`config.mk`:
```
export PLATFORM = sky130hd
export DESIGN_NAME = irq_ctrl_flat
export DESIGN_NICKNAME = d
export VERILOG_FILES = /design/src/rtl/irq_ctrl_if.sv /design/src/rtl/irq_ctrl.sv /design/src/flat_wrapper.sv
export SDC_FILE = /design/constraint.sdc
export NUM_CORES = 1
export LEC_CHECK = 0
export ABC_AREA = 0
export CELL_PAD_IN_SITES_DETAIL_PLACEMENT = 2
export CELL_PAD_IN_SITES_GLOBAL_PLACEMENT = 2
export CORE_ASPECT_RATIO = 1.4
export CORE_MARGIN = 1
export CORE_UTILIZATION = 35
export DETAILED_ROUTE_END_ITERATION = 8
export GPL_ROUTABILITY_DRIVEN = 1
export PLACE_DENSITY = 0.86
export SLEW_MARGIN = 0
export SYNTH_ARGS = -nofsm -noshare
export SYNTH_HDL_FRONTEND = slang
export SYNTH_SLANG_ARGS = --single-unit
```
`constraint.sdc`:
```
create_clock -name clk -period 3.3 [get_ports clk]
set_clock_uncertainty 0.15 [all_clocks]
set_input_delay 0.99 -clock clk [delete_from_list [all_inputs] [get_ports clk]]
set_output_delay 0.99 -clock clk [all_outputs]
set_load 0.01 [all_outputs]
```
`src/rtl/irq_ctrl_if.sv`:
```
// Register bus and CPU interrupt handshake for irq_ctrl.
interface irq_ctrl_if #(
  parameter int unsigned WIDTH = 18,
  parameter int unsigned VBITS = 4
);
  logic             io_rd;
  logic             io_wr;
  logic [2:0]       addr;
  logic [WIDTH-1:0] din;
  logic [WIDTH-1:0] io_dout;
  logic             irq;
  logic [VBITS-1:0] ivec;
  logic             iack;

  // CPU / bus side
  modport master (
    output io_rd, io_wr, addr, din, iack,
    input  io_dout, irq, ivec
  );

  // Interrupt controller side
  modport slave (
    input  io_rd, io_wr, addr, din, iack,
    output io_dout, irq, ivec
  );
endinterface

```
`src/rtl/irq_ctrl.sv`:
```
// Parametrised interrupt controller: per-channel enable, edge/level mode,
// polarity and software trigger, global enable, fixed priority (highest
// channel wins), registered register-bank read port.
module irq_ctrl #(
  parameter int unsigned WIDTH    = 18,
  parameter int unsigned CHANNELS = 15,
  parameter int unsigned VBITS    = 4
) (
  input  logic                clk,
  input  logic                reset,
  input  logic [CHANNELS-1:0] src,
  irq_ctrl_if.slave           bus
);

  localparam logic [2:0] AddrPend  = 3'd0;
  localparam logic [2:0] AddrEna   = 3'd1;
  localparam logic [2:0] AddrMode  = 3'd2;
  localparam logic [2:0] AddrPol   = 3'd3;
  localparam logic [2:0] AddrSwset = 3'd4;
  localparam logic [2:0] AddrCtrl  = 3'd5;

  logic [CHANNELS-1:0] pend_q, pend_d;
  logic [CHANNELS-1:0] ena_q;
  logic [CHANNELS-1:0] mode_q;
  logic [CHANNELS-1:0] pol_q;
  logic [CHANNELS-1:0] a_prev_q;
  logic                gie_q;
  logic [WIDTH-1:0]    dout_q;

  logic [CHANNELS-1:0] act;
  logic [CHANNELS-1:0] set_mask;
  logic [CHANNELS-1:0] clr_mask;
  logic [CHANNELS-1:0] ack_mask;
  logic [CHANNELS-1:0] cand;
  logic [VBITS-1:0]    ivec;
  logic [WIDTH-1:0]    rdata;
  logic                unused_din;

  // Only the low CHANNELS bits of din are ever stored.
  assign unused_din = ^bus.din;

  assign act = src ^ pol_q;

  // Set/clear masks for edge-mode channels; iack clears the channel it refers to.
  always_comb begin
    ack_mask = '0;
    for (int unsigned i = 0; i < CHANNELS; i++) begin
      if (bus.iack && (ivec == VBITS'(i + 1))) ack_mask[i] = 1'b1;
    end
    set_mask = act & ~a_prev_q;
    if (bus.io_wr && (bus.addr == AddrSwset)) set_mask = set_mask | bus.din[CHANNELS-1:0];
    clr_mask = ack_mask;
    if (bus.io_wr && (bus.addr == AddrPend)) clr_mask = clr_mask | bus.din[CHANNELS-1:0];
    // Set wins over clear so a new event coinciding with its ack is not lost.
    pend_d = (mode_q & (set_mask | (pend_q & ~clr_mask))) | (~mode_q & act);
  end

  // Fixed priority: later (higher) channels overwrite lower ones.
  always_comb begin
    cand = gie_q ? (pend_q & ena_q) : '0;
    ivec = '0;
    for (int unsigned i = 0; i < CHANNELS; i++) begin
      if (cand[i]) ivec = VBITS'(i + 1);
    end
  end

  // Read mux over pre-write register values.
  always_comb begin
    rdata = '0;
    case (bus.addr)
      AddrPend: rdata[CHANNELS-1:0] = pend_q;
      AddrEna:  rdata[CHANNELS-1:0] = ena_q;
      AddrMode: rdata[CHANNELS-1:0] = mode_q;
      AddrPol:  rdata[CHANNELS-1:0] = pol_q;
      AddrCtrl: begin
        rdata[0]       = gie_q;
        rdata[VBITS:1] = ivec;
      end
      default:  rdata = '0;
    endcase
  end

  // Register state, config writes and the registered read port.
  always_ff @(posedge clk) begin
    if (reset) begin
      pend_q   <= '0;
      ena_q    <= '0;
      mode_q   <= '1;
      pol_q    <= '0;
      a_prev_q <= '0;
      gie_q    <= 1'b0;
      dout_q   <= '0;
    end else begin
      pend_q   <= pend_d;
      a_prev_q <= act;
      if (bus.io_rd) dout_q <= rdata;
      if (bus.io_wr) begin
        case (bus.addr)
          AddrEna:  ena_q  <= bus.din[CHANNELS-1:0];
          AddrMode: mode_q <= bus.din[CHANNELS-1:0];
          AddrPol:  pol_q  <= bus.din[CHANNELS-1:0];
          AddrCtrl: gie_q  <= bus.din[0];
          default:  ;
        endcase
      end
    end
  end

  assign bus.io_dout = dout_q;
  assign bus.ivec    = ivec;
  assign bus.irq     = (ivec != '0);

endmodule

```
`src/flat_wrapper.sv`:
```
// flat-port wrapper written by rule: the top's interface ports become plain ports
module irq_ctrl_flat 
#(
  parameter int unsigned WIDTH    = 18,
  parameter int unsigned CHANNELS = 15,
  parameter int unsigned VBITS    = 4
)
  (clk, reset, src, bus_io_rd, bus_io_wr, bus_addr, bus_din, bus_iack, bus_io_dout, bus_irq, bus_ivec);
  irq_ctrl_if #(.WIDTH(WIDTH), .VBITS(VBITS)) bus_i ();
  input  logic clk;
  input  logic reset;
  input  logic [CHANNELS-1:0] src;
  input wire logic [$bits(bus_i.io_rd)-1:0] bus_io_rd;
  input wire logic [$bits(bus_i.io_wr)-1:0] bus_io_wr;
  input wire logic [$bits(bus_i.addr)-1:0] bus_addr;
  input wire logic [$bits(bus_i.din)-1:0] bus_din;
  input wire logic [$bits(bus_i.iack)-1:0] bus_iack;
  output wire logic [$bits(bus_i.io_dout)-1:0] bus_io_dout;
  output wire logic [$bits(bus_i.irq)-1:0] bus_irq;
  output wire logic [$bits(bus_i.ivec)-1:0] bus_ivec;
  assign bus_i.io_rd = bus_io_rd;
  assign bus_i.io_wr = bus_io_wr;
  assign bus_i.addr = bus_addr;
  assign bus_i.din = bus_din;
  assign bus_i.iack = bus_iack;
  assign bus_io_dout = bus_i.io_dout;
  assign bus_irq = bus_i.irq;
  assign bus_ivec = bus_i.ivec;
  irq_ctrl #(.WIDTH(WIDTH), .CHANNELS(CHANNELS), .VBITS(VBITS)) u_core (.clk(clk), .reset(reset), .src(src), .bus(bus_i));
endmodule
```
* Word level (Yosys, flattened, before mapping)
Index checks and enable logic that the tools add are counted.
** Storage, ports and cells
- Word-level logic and storage cells :: 98
- Input port bits :: 41
- Output and inout bits :: 23
- Flip-flop bits (word level) :: 91
** Cells by class
- Bitwise gates (word level) :: 13
- Reduce and logical (&&, ||, !) cells :: 23
- Equal/unequal tests :: 20
- Multiplexer cells :: 35
** Operators by type and width (count)
- $and 15x15->15 :: 5
- $or 15x15->15 :: 4
- $mux 15 :: 3
- $not 15->15 :: 3
- $pmux 10 s4 :: 1
- $eq 4x4->1 const B :: 8
- $mux 4 :: 8
- $pmux 5 s5 :: 1
- $logic_and 1x1->1 :: 17
- $eq 4x3->1 const B :: 4
- $mux 1 :: 16
- $xor 15x15->15 :: 1
- $mux 3 :: 4
- $eq 4x2->1 const B :: 2
- $reduce_and 2->1 :: 4
- $eq 3x2->1 const B :: 2
- $eq 3x3->1 const B :: 2
- $eq 4x1->1 const B :: 1
- $mux 2 :: 2
- $reduce_bool 4->1 :: 1
- $eq 3x1->1 const B :: 1
- $logic_not 3->1 :: 1

* Depth between registers and ports, before layout
- Depth after elaboration :: 27
- Gate-level depth with buffers :: 7
- Gate-level depth less buffers :: 7

* Least setup slack after synthesis
Ideal clock, no wire load.
- Path type :: register to output
- Start point :: register u_core.pend_q[4]
- End point :: output bus_irq
- Path slack :: 0.613 ns
- Buffers on the path :: 0
- Cell stages (with the launch flop) :: 6
- Required time :: 2.160 ns
- Arrival :: 1.547 ns
- Cell sequence :: dfxtp_1 > a22o_1 > a31o_2 > a221oi_4 > o221ai_2 > or3_1
** On the way
- Word-level cells in the longest chain between the ends :: 14
** Ends and longest elaborated chain
- start: declaration :: RTL line irq_ctrl.sv:22 : logic [CHANNELS-1:0] pend_q, pend_d;
- start signal: assignment :: RTL line irq_ctrl.sv:94 : pend_q <= pend_d;
- $and 15x15->15 :: RTL line irq_ctrl.sv:60 : cand = gie_q ? (pend_q & ena_q) : '0;
- $mux 15 :: RTL line irq_ctrl.sv:60
- $mux 3 (3 in a row) :: RTL line irq_ctrl.sv:63 : if (cand[i]) ivec = VBITS'(i + 1);
- $mux 4 (8 in a row) :: RTL line irq_ctrl.sv:63
- $reduce_bool 4->1 :: RTL line irq_ctrl.sv:111 : assign bus.irq = (ivec != '0);
- end: declaration :: RTL line flat_wrapper.sv:19 : output wire logic [$bits(bus_i.irq)-1:0] bus_irq;
No other way between the ends.

* Worst setup path after layout
- Start point :: register u_core.ena_q[5]
- End point :: output bus_irq
** On the way
- Word-level cells in the longest chain between the ends :: 13
** Ends and longest elaborated chain
- start: declaration :: RTL line irq_ctrl.sv:23 : logic [CHANNELS-1:0] ena_q;
- start signal: assignment :: RTL line irq_ctrl.sv:99 : AddrEna: ena_q <= bus.din[CHANNELS-1:0];
- $and 15x15->15 :: RTL line irq_ctrl.sv:60
- $mux 15 :: RTL line irq_ctrl.sv:60
- $mux 3 (2 in a row) :: RTL line irq_ctrl.sv:63
- $mux 4 (8 in a row) :: RTL line irq_ctrl.sv:63
- $reduce_bool 4->1 :: RTL line irq_ctrl.sv:111
No other way between the ends.

==> run summary <==
Post-synth cell types: 51
Sequential area share after synthesis: 0.4156
Slew Limit Headroom: 0.3447
R2R setup slack: 600 ps
Die width: 96.58 um
Finished Layout Cells: 733
Mapped Cells: 503
RSZ-0062 raised after global routing: true
Post-Route WL: 17930 um
Reg-to-reg endpoint: u_core.pend_q[12]
Filler cell count in the final layout: 1335
Setup WS pre-CTS: 37.72 ps
Clock latency at the later pin of the worst-skew pair: 350 ps
Critical Path AT: 2230 ps
GR Overflow Total: 0
Placed instance count: 713
Max-cap viol count: 0
Leakage: 2.076 nW
Post-synth top area cell: dfxtp_1
Final Max Tran Viols: 0
Design Area, Final: 5630 um^2
Hold Vio Cnt, Final: 0
Worst Hold Path EP: u_core.pol_q[11]
Vias in the first global route: 4913
CP Cell Sequence: a22oi_1, a21boi_1, o221a_2, o221ai_2, or3_4, buf_2
Seq cells post-synth: 91
Max incr delay on CP: 360 ps
Hold path start: u_core.pol_q[11]
Tot Pwr: 2.547 mW
Die area: 12980 um^2
Critical path capture point type: output port
H-tree depth: 3
Maximum VDD drop: 0.3833 mV
Number of antenna violations at the first check in global routing: 0
Clock buffer depth: 2
Worst path slowest cell: or3_4
CP max FO: 4
Final setup margin: -71.00 ps
Setup Crit Path Kind: flop to output port
Final hold slack: 344.3 ps
Final setup violation count: 1
Most frequent cells in the layout: nand2_1, dfxtp_1, a21oi_1, clkdlybuf4s50_1, nor2_1
Synth top area cells: dfxtp_1, nand2_1, a21oi_1
Overall Global Routing Usage: 0.2945
ANT nets after route: 0
DRT Pass-1 Iters: 5
CP startpoint: u_core.ena_q[5]
Clock root buffer master: clkbuf_16
Residual DRC count: 0
Tightest Pin Transition: 980.9 ps
Clock buffer count from CTS: 9
Placed inst area: 5296 um^2
Clock transition at path regs: 60 ps
Fmax: 0.2966 GHz
First-pass GRT wire length: 28000 um
Hold Path Class: flop to flop
Synth top area share: 0.4156
Largest net degree at the start of global routing: 46
Number of flops mapped to enable cells by yosys: 0
Ratio of cells with drive above 1 in the final layout: 0.1612
I/O pins: 64
Vias: 4410
Final min period: 3371 ps
Top delay family on crit path: compound AO/OA/AOI/OAI gates
Number of port buffers: 57
Core ar.: 12250 um^2
FFs w/ async S/R, synth: 0
PwrDens: 452.4 nW/um^2
Setup tns final: -71.00 ps
Most common cell after layout, fill and taps aside: nand2_1
Final Core Density: 0.4596
Avg Vias per Cell: 6.016
CTS tree: done
Reg2reg start: u_core.ena_q[5]
Gp weighted congestion: 0.8433
Clk sink count: 91
Layout Nets: 619
Status: finished with violations
Dominant synthesized flop cell: dfxtp_1
Critical Path Start Type: flop
Crit path buffers/inverters: 1
Period utilisation layout: 1.022
Area Growth Syn to Fin: 28.46%
Avg Cell Area, Syn: 8.714 um^2
Mapped cell area: 4383 um^2
Reg2reg path depth: 9
YS warnings: 0
WP data required: 2160 ps
# rows: 48
Initial Util: 0.3577
Wire per inst: 24.47 um
Diodes inserted: 0
Die span in y: 134.4 um
Post-DP HPWL: 11710 um
Iter 0 DRT Violations: 275
Failing checks: setup timing
Hold path cells: 2
[area by class of cell]
type                            instances  area [um^2]  share of cell area
Inverter                               21        81.33             0.01444
Tap cell                              150        187.7             0.03333
Clock buffer                           10        229.0             0.04067
Timing Repair Buffer                   92        874.6              0.1553
Multi-Input combinational cell        363         2385              0.4236
Sequential cell                        91         1831              0.3251
Clock inverter                          6        42.54            0.007556
[worst min-delay path: cells and delay by family (launching register included)]
family | cells | cell delay [ps]
AO/OA/AOI/OAI | 1 | 60
AND/OR/NAND/NOR | 1 | 60
flip-flops | 1 | 330
[registers in the layout, summed over array words and instances (netlist names)]
name and flops:
u_core.ena_q 15, u_core.bus.io_dout 15, u_core.a_prev_q 15, u_core.pol_q 15
u_core.pend_q 15, u_core.gie_q 1, u_core.mode_q 15
[how the worst max path moves through the flow]
stage                     depth (start not counted)       to
after floorplan                                   5  bus_irq
after global placement                            6  bus_irq
after detailed placement                          6  bus_irq
after CTS                                         6  bus_irq
after global routing                              6  bus_irq
final                                             6  bus_irq
[synth_stat cells (3+ instances only)]
cell type and count:
buf_4 3, a221oi_2 4, dfxtp_1 91, a21oi_1 63, a31oi_1 4, a211o_1 15
buf_1 3, nand2_1 95, nand3_1 9, xnor2_1 15, a22o_1 3, o211ai_1 8
clkbuf_1 19, buf_2 5, o21ai_0 16, a221o_1 4, nor2b_1 17, a221oi_1 7
inv_1 20, a22oi_1 6, mux4_2 14, nor2_1 46
[power breakdown]
| part | switching (mW) | internal (mW) | leakage, nW |
|---|---|---|---|
| logic | 0.202 | 0.172 | 1.21 |
| clock network | 0.461 | 0.509 | 0.117 |
| registers | 0.0518 | 1.15 | 0.748 |
| total | 0.715 | 1.83 | 2.08 |
[what timing repair did]
item | 4_1_cts | 5_1_grt
setup buffers | 4 | 0
gates resized for setup | 15 | 7
hold buffers | 0 | 0
hold endpoints to repair | 0 | 0
pin swaps | 6 | 2
endpoints found under the setup margin | 4 | 5
[metal layers]
metal,track usage,up-vias,part of all wire
met5,0,-,0
met4,0.1495,0,0.042
met3,0.06009,58,0.046
met1,0.3310,2278,0.38
li1,-,1942,-
met2,0.5129,132,0.53
[cells by family after synthesis]
| group | Yosys count | synth area share |
|---|---|---|
| compound gates | 152 | 0.2481 |
| other cells | 1 | 0.0008556 |
| buf+inv | 51 | 0.04824 |
| flops | 91 | 0.4156 |
| simple gates | 176 | 0.1744 |
| mux | 17 | 0.08279 |
| xor+xnor | 15 | 0.02998 |
Power figures use the tool's default switching activity.
